==> config.mk <==
export PLATFORM = sky130hd
export DESIGN_NAME = wish_pack_flex
export DESIGN_NICKNAME = d
export VERILOG_FILES = /design/src/rtl/wish_pack_flex_pkg.sv /design/src/rtl/wish_pack_lane_buf.sv /design/src/rtl/wish_pack_flex.sv
export SDC_FILE = /design/constraint.sdc
export NUM_CORES = 1
export LEC_CHECK = 0
export ABC_AREA = 1
export BUFFER_PORTS_ARGS = -buffer_cell sky130_fd_sc_hd__buf_4
export CAP_MARGIN = 20
export CORE_AREA = 2 2 93 95
export DETAILED_ROUTE_END_ITERATION = 10
export DIE_AREA = 0 0 95 97
export PLACE_DENSITY = 0.78
export SKIP_CTS_REPAIR_TIMING = 1
export SYNTH_ARGS = -nofsm -noshare
export SYNTH_HDL_FRONTEND = slang
export SYNTH_SLANG_ARGS = --single-unit
==> constraint.sdc <==
create_clock -name clk_i -period 2.35 [get_ports clk_i]
set_input_delay 0.1175 -clock clk_i [delete_from_list [all_inputs] [get_ports clk_i]]
set_output_delay 0.1175 -clock clk_i [all_outputs]
set_load 0.01 [all_outputs]
==> src/rtl/wish_pack_flex_pkg.sv <==
// Shared helpers for the Wishbone packer: lane counter width and lane placement.
package wish_pack_flex_pkg;

    function automatic int cnt_width(input int num_pack);
        return $clog2(num_pack + 1);
    endfunction

    // First word of a pack lands in lane 0 for little endian, top lane otherwise.
    function automatic int lane_idx(input int cnt, input int num_pack, input bit little_endian);
        return little_endian ? cnt : num_pack - 1 - cnt;
    endfunction

endpackage

==> src/rtl/wish_pack_lane_buf.sv <==
// Accumulator for the packer: gathers source words into lanes and holds one
// completed pack while the output register is busy.
module wish_pack_lane_buf
    import wish_pack_flex_pkg::*;
#(
    parameter int DATA_WIDTH    = 8,
    parameter int NUM_PACK      = 4,
    parameter int TGC_WIDTH     = 2,
    parameter int LITTLE_ENDIAN = 1
) (
    input  logic                           clk_i,
    input  logic                           rst_i,
    input  logic                           accept,
    input  logic                           out_free,
    input  logic [DATA_WIDTH-1:0]          s_dat,
    input  logic [TGC_WIDTH-1:0]           s_tgc,
    input  logic                           s_last,
    output logic                           acc_full,
    output logic                           pack_valid,
    output logic [DATA_WIDTH*NUM_PACK-1:0] pack_dat,
    output logic [NUM_PACK-1:0]            pack_sel,
    output logic [TGC_WIDTH-1:0]           pack_tgc,
    output logic                           pack_last
);

    localparam int CNT_W = cnt_width(NUM_PACK);
    localparam int PW    = DATA_WIDTH * NUM_PACK;
    localparam logic [CNT_W-1:0] LAST_CNT = CNT_W'(NUM_PACK - 1);

    logic [PW-1:0]        acc_dat, base_dat, wr_dat;
    logic [NUM_PACK-1:0]  acc_sel, base_sel, wr_sel;
    logic [TGC_WIDTH-1:0] acc_tgc, base_tgc, wr_tgc;
    logic                 acc_last;
    logic [CNT_W-1:0]     cnt, base_cnt;
    logic                 word_done;

    // A word accepted while a pack is pending always starts a fresh pack.
    always_comb begin
        base_dat = acc_full ? '0 : acc_dat;
        base_sel = acc_full ? '0 : acc_sel;
        base_tgc = acc_full ? '0 : acc_tgc;
        base_cnt = acc_full ? '0 : cnt;
        wr_dat   = base_dat;
        wr_sel   = base_sel;
        wr_tgc   = base_tgc;
        if (accept) begin
            wr_tgc = base_tgc | s_tgc;
            for (int i = 0; i < NUM_PACK; i++) begin
                if (i == lane_idx(int'(base_cnt), NUM_PACK, LITTLE_ENDIAN != 0)) begin
                    wr_dat[i*DATA_WIDTH +: DATA_WIDTH] = s_dat;
                    wr_sel[i] = 1'b1;
                end
            end
        end
        word_done = accept && ((base_cnt == LAST_CNT) || s_last);
    end

    assign pack_valid = acc_full | word_done;
    assign pack_dat   = acc_full ? acc_dat  : wr_dat;
    assign pack_sel   = acc_full ? acc_sel  : wr_sel;
    assign pack_tgc   = acc_full ? acc_tgc  : wr_tgc;
    assign pack_last  = acc_full ? acc_last : s_last;

    always_ff @(posedge clk_i) begin
        if (rst_i) begin
            acc_dat  <= '0;
            acc_sel  <= '0;
            acc_tgc  <= '0;
            acc_last <= 1'b0;
            acc_full <= 1'b0;
            cnt      <= '0;
        end else if (acc_full && !out_free) begin
            acc_full <= 1'b1;
        end else if (word_done && !acc_full && out_free) begin
            acc_dat  <= '0;
            acc_sel  <= '0;
            acc_tgc  <= '0;
            acc_last <= 1'b0;
            acc_full <= 1'b0;
            cnt      <= '0;
        end else begin
            acc_dat  <= wr_dat;
            acc_sel  <= wr_sel;
            acc_tgc  <= wr_tgc;
            acc_last <= word_done & s_last;
            acc_full <= word_done;
            cnt      <= word_done ? '0 : (accept ? base_cnt + CNT_W'(1) : base_cnt);
        end
    end

endmodule

==> src/rtl/wish_pack_flex.sv <==
// Wishbone pipelined packer: gathers narrow source words into one wide
// destination word with lane mask, tag OR and end-of-frame flush.
module wish_pack_flex
    import wish_pack_flex_pkg::*;
#(
    parameter int DATA_WIDTH    = 8,
    parameter int NUM_PACK      = 4,
    parameter int TGC_WIDTH     = 2,
    parameter int LITTLE_ENDIAN = 1
) (
    input  logic                           clk_i,
    input  logic                           rst_i,
    input  logic                           s_stb_i,
    input  logic                           s_cyc_i,
    output logic                           s_ack_o,
    output logic                           s_stall_o,
    input  logic [DATA_WIDTH-1:0]          s_dat_i,
    input  logic [TGC_WIDTH-1:0]           s_tgc_i,
    input  logic                           s_last_i,
    output logic                           d_stb_o,
    output logic                           d_cyc_o,
    input  logic                           d_ack_i,
    output logic [DATA_WIDTH*NUM_PACK-1:0] d_dat_o,
    output logic [NUM_PACK-1:0]            d_sel_o,
    output logic [TGC_WIDTH-1:0]           d_tgc_o,
    output logic                           d_last_o
);

    logic                           accept;
    logic                           out_free;
    logic                           acc_full;
    logic                           pack_valid;
    logic [DATA_WIDTH*NUM_PACK-1:0] pack_dat;
    logic [NUM_PACK-1:0]            pack_sel;
    logic [TGC_WIDTH-1:0]           pack_tgc;
    logic                           pack_last;

    assign out_free  = !d_stb_o | d_ack_i;
    assign s_stall_o = acc_full & !out_free & !rst_i;
    assign accept    = s_stb_i & s_cyc_i & !s_stall_o & !rst_i;
    assign s_ack_o   = accept;

    wish_pack_lane_buf #(
        .DATA_WIDTH   (DATA_WIDTH),
        .NUM_PACK     (NUM_PACK),
        .TGC_WIDTH    (TGC_WIDTH),
        .LITTLE_ENDIAN(LITTLE_ENDIAN)
    ) u_lane_buf (
        .clk_i     (clk_i),
        .rst_i     (rst_i),
        .accept    (accept),
        .out_free  (out_free),
        .s_dat     (s_dat_i),
        .s_tgc     (s_tgc_i),
        .s_last    (s_last_i),
        .acc_full  (acc_full),
        .pack_valid(pack_valid),
        .pack_dat  (pack_dat),
        .pack_sel  (pack_sel),
        .pack_tgc  (pack_tgc),
        .pack_last (pack_last)
    );

    // An ack with a pack ready reloads in place, keeping the strobe high.
    always_ff @(posedge clk_i) begin
        if (rst_i || (out_free && !pack_valid)) begin
            d_stb_o  <= 1'b0;
            d_cyc_o  <= 1'b0;
            d_dat_o  <= '0;
            d_sel_o  <= '0;
            d_tgc_o  <= '0;
            d_last_o <= 1'b0;
        end else if (out_free) begin
            d_stb_o  <= 1'b1;
            d_cyc_o  <= 1'b1;
            d_dat_o  <= pack_dat;
            d_sel_o  <= pack_sel;
            d_tgc_o  <= pack_tgc;
            d_last_o <= pack_last;
        end
    end

endmodule

# After elaboration in Yosys (flattened, before gate mapping)
# Cells that the tools add are included.
[word_totals] word_cells=67 output_inout_bits=43 regBits=83 in_bits=16
[op_classes] muxes=28 eq_ne=4 n_addsub=1 bitwise_logic=9 reduce_logical=14
[ops] operator="32-bit 2-to-1 mux" n=4
[ops] operator="8-bit 2-to-1 mux" n=4
[ops] operator="4-bit 2-to-1 mux" n=4
[ops] operator="3-bit 2-to-1 mux" n=4
[ops] operator="1-bit 2-to-1 mux" n=8
[ops] operator="2-bit 2-to-1 mux" n=4
[ops] operator="1-bit bitwise AND" n=6
[ops] operator="3-bit == test, first input constant" n=2
[ops] operator="1-bit zero test" n=6
[ops] operator="1-bit logical AND" n=5
[ops] operator="3-bit by 1-bit adder with 3-bit output, second input constant" n=1
[ops] operator="2-bit by 3-bit == test with 1-bit output, first input constant" n=1
[ops] operator="3-bit by 2-bit == test with 1-bit output, second input constant" n=1
[ops] operator="3-bit zero test" n=1
[ops] operator="1-bit logical OR" n=2
[ops] operator="1-bit OR" n=2
[ops] operator="2-bit OR" n=1

# Longest topological paths before layout
[depth] ltp_word=13 depth_mapped=14 mapped_depth_nobuf=12

# Modules after synthesis
# From an unflattened synthesis, not the netlist that was laid out.
[unflattened] cells_unflattened=761 hier_area_um2=4657.0
[by_module_without_submodules] mod="wish_pack_lane_buf" cells_per_inst=497 instances=1 area_each_um2=2895.3
[by_module_without_submodules] mod="wish_pack_flex" cells_per_inst=264 instances=1 area_each_um2=1761.7

# Worst setup path before layout
# Ideal clock, no wire load.
[synth_timing] path_type="register to register" start="reg u_lane_buf.acc_full" end="reg u_lane_buf.acc_tgc[1]" path_slack_ns=0.285 setup_time_ns=0.059 arrival_ns=2.006 n_path_buf=4 path_stages_with_launch=15 required_time_ns=2.291 path_cell_list="dfxtp_1 buf_6 buf_2 nor2_1 ha_1 ha_1 buf_2 inv_2 nand2_1 nand3_2 nand3_2 inv_2 buf_4 nand2_1 nand2_1"
[synth_via] elab_chain_cells=9 word_cells_on_any_way=17 cone_classes="1 x eq/ne; 4 x mux; 5 x bitwise; 7 x reduce/logical"
[synth_rtl] item="from (decl)" line_no="wish_pack_lane_buf.sv:18" source="output logic acc_full,"
[synth_rtl] item="from (signal assigned)" line_no="wish_pack_lane_buf.sv:86" source="acc_full <= word_done;"
[synth_rtl] item="1-bit bitwise AND (2 in series)" line_no="wish_pack_flex.sv:39" source="assign s_stall_o = acc_full & !out_free & !rst_i;"
[synth_rtl] item="1-bit zero test" line_no="wish_pack_flex.sv:40" source="assign accept = s_stb_i & s_cyc_i & !s_stall_o & !rst_i;"
[synth_rtl] item="1-bit bitwise AND (2 in series)" line_no="wish_pack_flex.sv:40"
[synth_rtl] item="1-bit logical AND" line_no="wish_pack_lane_buf.sv:55" source="word_done = accept && ((base_cnt == LAST_CNT) || s_last);"
[synth_rtl] item="1-bit logical AND (2 in series)" line_no="wish_pack_lane_buf.sv:74" source="end else if (word_done && !acc_full && out_free) begin"
[synth_rtl] item="2-bit 2-to-1 mux" line_no="wish_pack_lane_buf.sv:74"
[synth_rtl] item="to (signal assigned)" line_no="wish_pack_lane_buf.sv:84" source="acc_tgc <= wr_tgc;"
[synth_rtl] item="to (decl)" line_no="wish_pack_lane_buf.sv:32" source="logic [TGC_WIDTH-1:0] acc_tgc, base_tgc, wr_tgc;"
# Several ways; a longest one is shown, not always the timed one.
# A chain may end at the register's enable or synchronous reset.

# Final worst setup path
[layout_timing] start="reg u_lane_buf.acc_full" end="reg d_sel_o[2]"
[layout_via] elab_chain_cells=10 word_cells_on_any_way=18 cone_classes="2 x eq/ne; 5 x mux; 5 x bitwise; 6 x reduce/logical"
[layout_rtl] item="1-bit bitwise AND (2 in series)" line_no="wish_pack_flex.sv:39"
[layout_rtl] item="1-bit zero test" line_no="wish_pack_flex.sv:40"
[layout_rtl] item="1-bit bitwise AND (2 in series)" line_no="wish_pack_flex.sv:40"
[layout_rtl] item="1-bit logical AND" line_no="wish_pack_lane_buf.sv:55"
[layout_rtl] item="1-bit OR" line_no="wish_pack_lane_buf.sv:58" source="assign pack_valid = acc_full | word_done;"
[layout_rtl] item="1-bit zero test" line_no="wish_pack_flex.sv:66" source="if (rst_i || (out_free && !pack_valid)) begin"
[layout_rtl] item="1-bit logical AND" line_no="wish_pack_flex.sv:66"
[layout_rtl] item="1-bit logical OR" line_no="wish_pack_flex.sv:66"
[layout_rtl] item="to (signal assigned)" line_no="wish_pack_flex.sv:77" source="d_sel_o <= pack_sel;"
[layout_rtl] item="to (decl)" line_no="wish_pack_flex.sv:24" source="output logic [NUM_PACK-1:0] d_sel_o,"
# Several ways; a longest one is shown, not always the timed one.

==> qor.yml <==
clock-skew-final_ns: 0.0105
clkTransAtPathRegs_ns: 0.08
hpwlAfterDp_mm: 7.85
cp_max_fo: 14
numPortBuffers: 58
multi_input_area_um2: 2540
internal_power_uw: 2150
place_ws_ns: 0.170
fp.coreArea_um2: 8130
power_leakage_uw: 0.00246
startpoint: "u_lane_buf.acc_full$_SDFF_PP0_"
firstDrtPassIters: 5
diodes: 0
grt_max_degree: 51
syn_area_um2: 4650
ys_seq_elements: 83
die_w_um: 95
netSwitchingFraction_pct: 24.4
routedWlPerCell_um: 13.7
antenna_found_initial: 0
outcome: "complete, no violations"
ys_top_cells_by_area: "dfxtp_1, nand2_1, nand3_1"
initial_core_util_pct: 57.1
die-area_um2: 9220
clock_power_share_pct: 41.9
setup_tns_ns: 0
setup_viol: 0
synth_nets: 770
nFillCells: 740
reg2reg_from: "u_lane_buf.acc_full$_SDFF_PP0_"
path_cells: "nor2_1 -> ha_1 -> ha_1 -> inv_2 -> nand2_1 -> nand2_2 -> nand2_2 -> nand2_1 -> inv_2 -> nand2_1 -> inv_1"
yosysUniqueCellTypes: 28
dp.cells: 879
grt_use_total_pct: 28.1
die_h_um: 97
cts_buffer_depth: 2
ir_drop_v: 0.000488
avgViaCountPerCell: 5.36
synthTopCellsByCount: "nand2_1, dfxtp_1, nand3_1, a21oi_1, inv_1"
grt_pass1_vias: 4395
worstPathArrival_ns: 2.44
area_growth_pct: 14.6
h-tree-depth: 3
synthArstFlopShare_pct: 0
period_needed_ns: 2.17
wirelength_mm: 12.3
whs_ns: 0.0168
cpPeakStageDelay_ns: 0.52
yosysTopAreaCell: "dfxtp_1"
seqPwrFrac_pct: 50.1
hold_class: "primary input to flop"
nets: 806
clock_latency_ns: 0.37
fmax_ghz: 0.460
synthCells: 749
rsz0062_at_grt: "false"
ant_nets: 0
drt_iter0_markers: 374
drv_cap: 0
critPathCaptureType: "flop"
ys_seq_area_share_pct: 35.7
via_count: 4799
comb_power_share_pct: 8.1
layout.area.seq_um2: 1660
p_per_area_nw_per_um2: 534
post-route-period-util_pct: 92.4
slew_viol_final: 0
cts_tree: "done"
crit_top_cell: "nand2_1"
slowest_stage: "dfxtp_2"
slew_headroom_pct: 65.8
layoutNonFillerInstCount: 895
crit_type: "flop to flop"
synthFlopType: "dfxtp_1"
cts.sink_count: 83
overflow: 0
fin_util_pct: 65.5
worst_slack_ns: 0.178
hold_viol_final: 0
io_pins: 59
root_buffer: "clkbuf_8"
grt_pass1_wl_mm: 20.7
startpoint_type: "flop"
critPathTopFamily: "simple AND/OR/NAND/NOR gates"
worst-path-buf-inv: 3
cts_buffers: 9
synth_edf_count: 0
yosysWarnings: 0
final_layout_size_suffix_gt1_share_pct: 17.6
worstHoldStart: "rst_i"
tightest_slew_ns: 0.513
synth.avg_cell_area_um2: 6.21
row_count: 33
switching_power_uw: 696
synth_top_area_share_pct: 35.7
yosysMostFrequentCell: "nand2_1"
gp_congestion: 0.866
cp.required_ns: 2.62
route.detailed.drc: 0
-- path summary, 6_finish.rpt --
kind	endpoint	slack (ns)	cells past startpoint
max	d_sel_o[2]$_SDFFE_PP0P_	0.18	11
min	u_lane_buf.acc_full$_SDFF_PP0_	0.02	2
max reg2reg	d_sel_o[2]$_SDFFE_PP0P_	0.18	11
min reg2reg	u_lane_buf.acc_tgc[0]$_SDFFE_PP0N_	0.46	2
-- kinds of logic (layout without fill, tap and decap cells) --
family,Yosys count,after routing,synth area share [%]
adders and majority gates,5,5,1.35
and+or+nand+nor,472,472,43.1
DFF,83,83,35.7
buffers and inverters,99,140,9.72
AOI/OAI and AO/OA,90,90,10.1
-- final cells by class --
class	count	share of cell area, %
clock buffers	12	2.91
clock inverters	4	1.36
flip-flops and latches	83	31.2
multi-input cells	567	47.7
repair buffers	72	10.6
well taps	105	2.47
inverters	52	3.76
-- power by group through the flow --
stage	clock network [µW]	logic, µW	registers (µW)
floorplan	0	152	1460
global placement	0	222	1460
detailed placement	0	226	1460
CTS	1190	227	1420
global route	1250	254	1430
finish	1190	230	1420
-- sequential cells by signal, summed over array words and instances (netlist names), 2 cells and up --
| register | cells |
|---|---|
| u_lane_buf.acc_tgc | 2 |
| u_lane_buf.acc_dat | 32 |
| u_lane_buf.acc_sel | 4 |
| d_dat_o | 32 |
| d_tgc_o | 2 |
| u_lane_buf.cnt | 3 |
| d_sel_o | 4 |
-- layout by cell type (no fill, tap or decap), types with 2 or more instances in the layout --
cell | Yosys | final
nand2_1 | 320 | 320
dfxtp_1 | 83 | 82
nand3_1 | 77 | 77
buf_4 | 5 | 70
a21oi_1 | 69 | 69
inv_1 | 45 | 45
or2_2 | 31 | 31
nor2_1 | 31 | 30
o21ai_0 | 11 | 11
clkbuf_8 | 0 | 11
nand2_2 | 7 | 7
ha_1 | 5 | 5
inv_2 | 4 | 4
nand3_2 | 3 | 3
o22ai_1 | 3 | 3
inv_4 | 2 | 2
nor2_4 | 2 | 2
o21ai_1 | 2 | 2
bufinv_16 | 0 | 2
buf_12 | 0 | 2
-- metrics by stage --
step | power, µW | instance area [µm²]
after floorplan | 1610 | 4650
after global placement | 1680 | 5100
after detailed placement | 1680 | 5100
after CTS | 2840 | 5330
after global routing | 2930 | 5330
final | 2850 | 5330
-- routing by layer --
layer / up-vias / track usage [%] / share of wire, %
met5: - / 0 / 0
met4: 0 / 8.92 / 1.3
met3: 15 / 4.28 / 6.8
met2: 189 / 45.8 / 47
met1: 2172 / 37.8 / 45
li1: 2423 / - / -
Note: power is estimated with default switching activity, not from simulation.
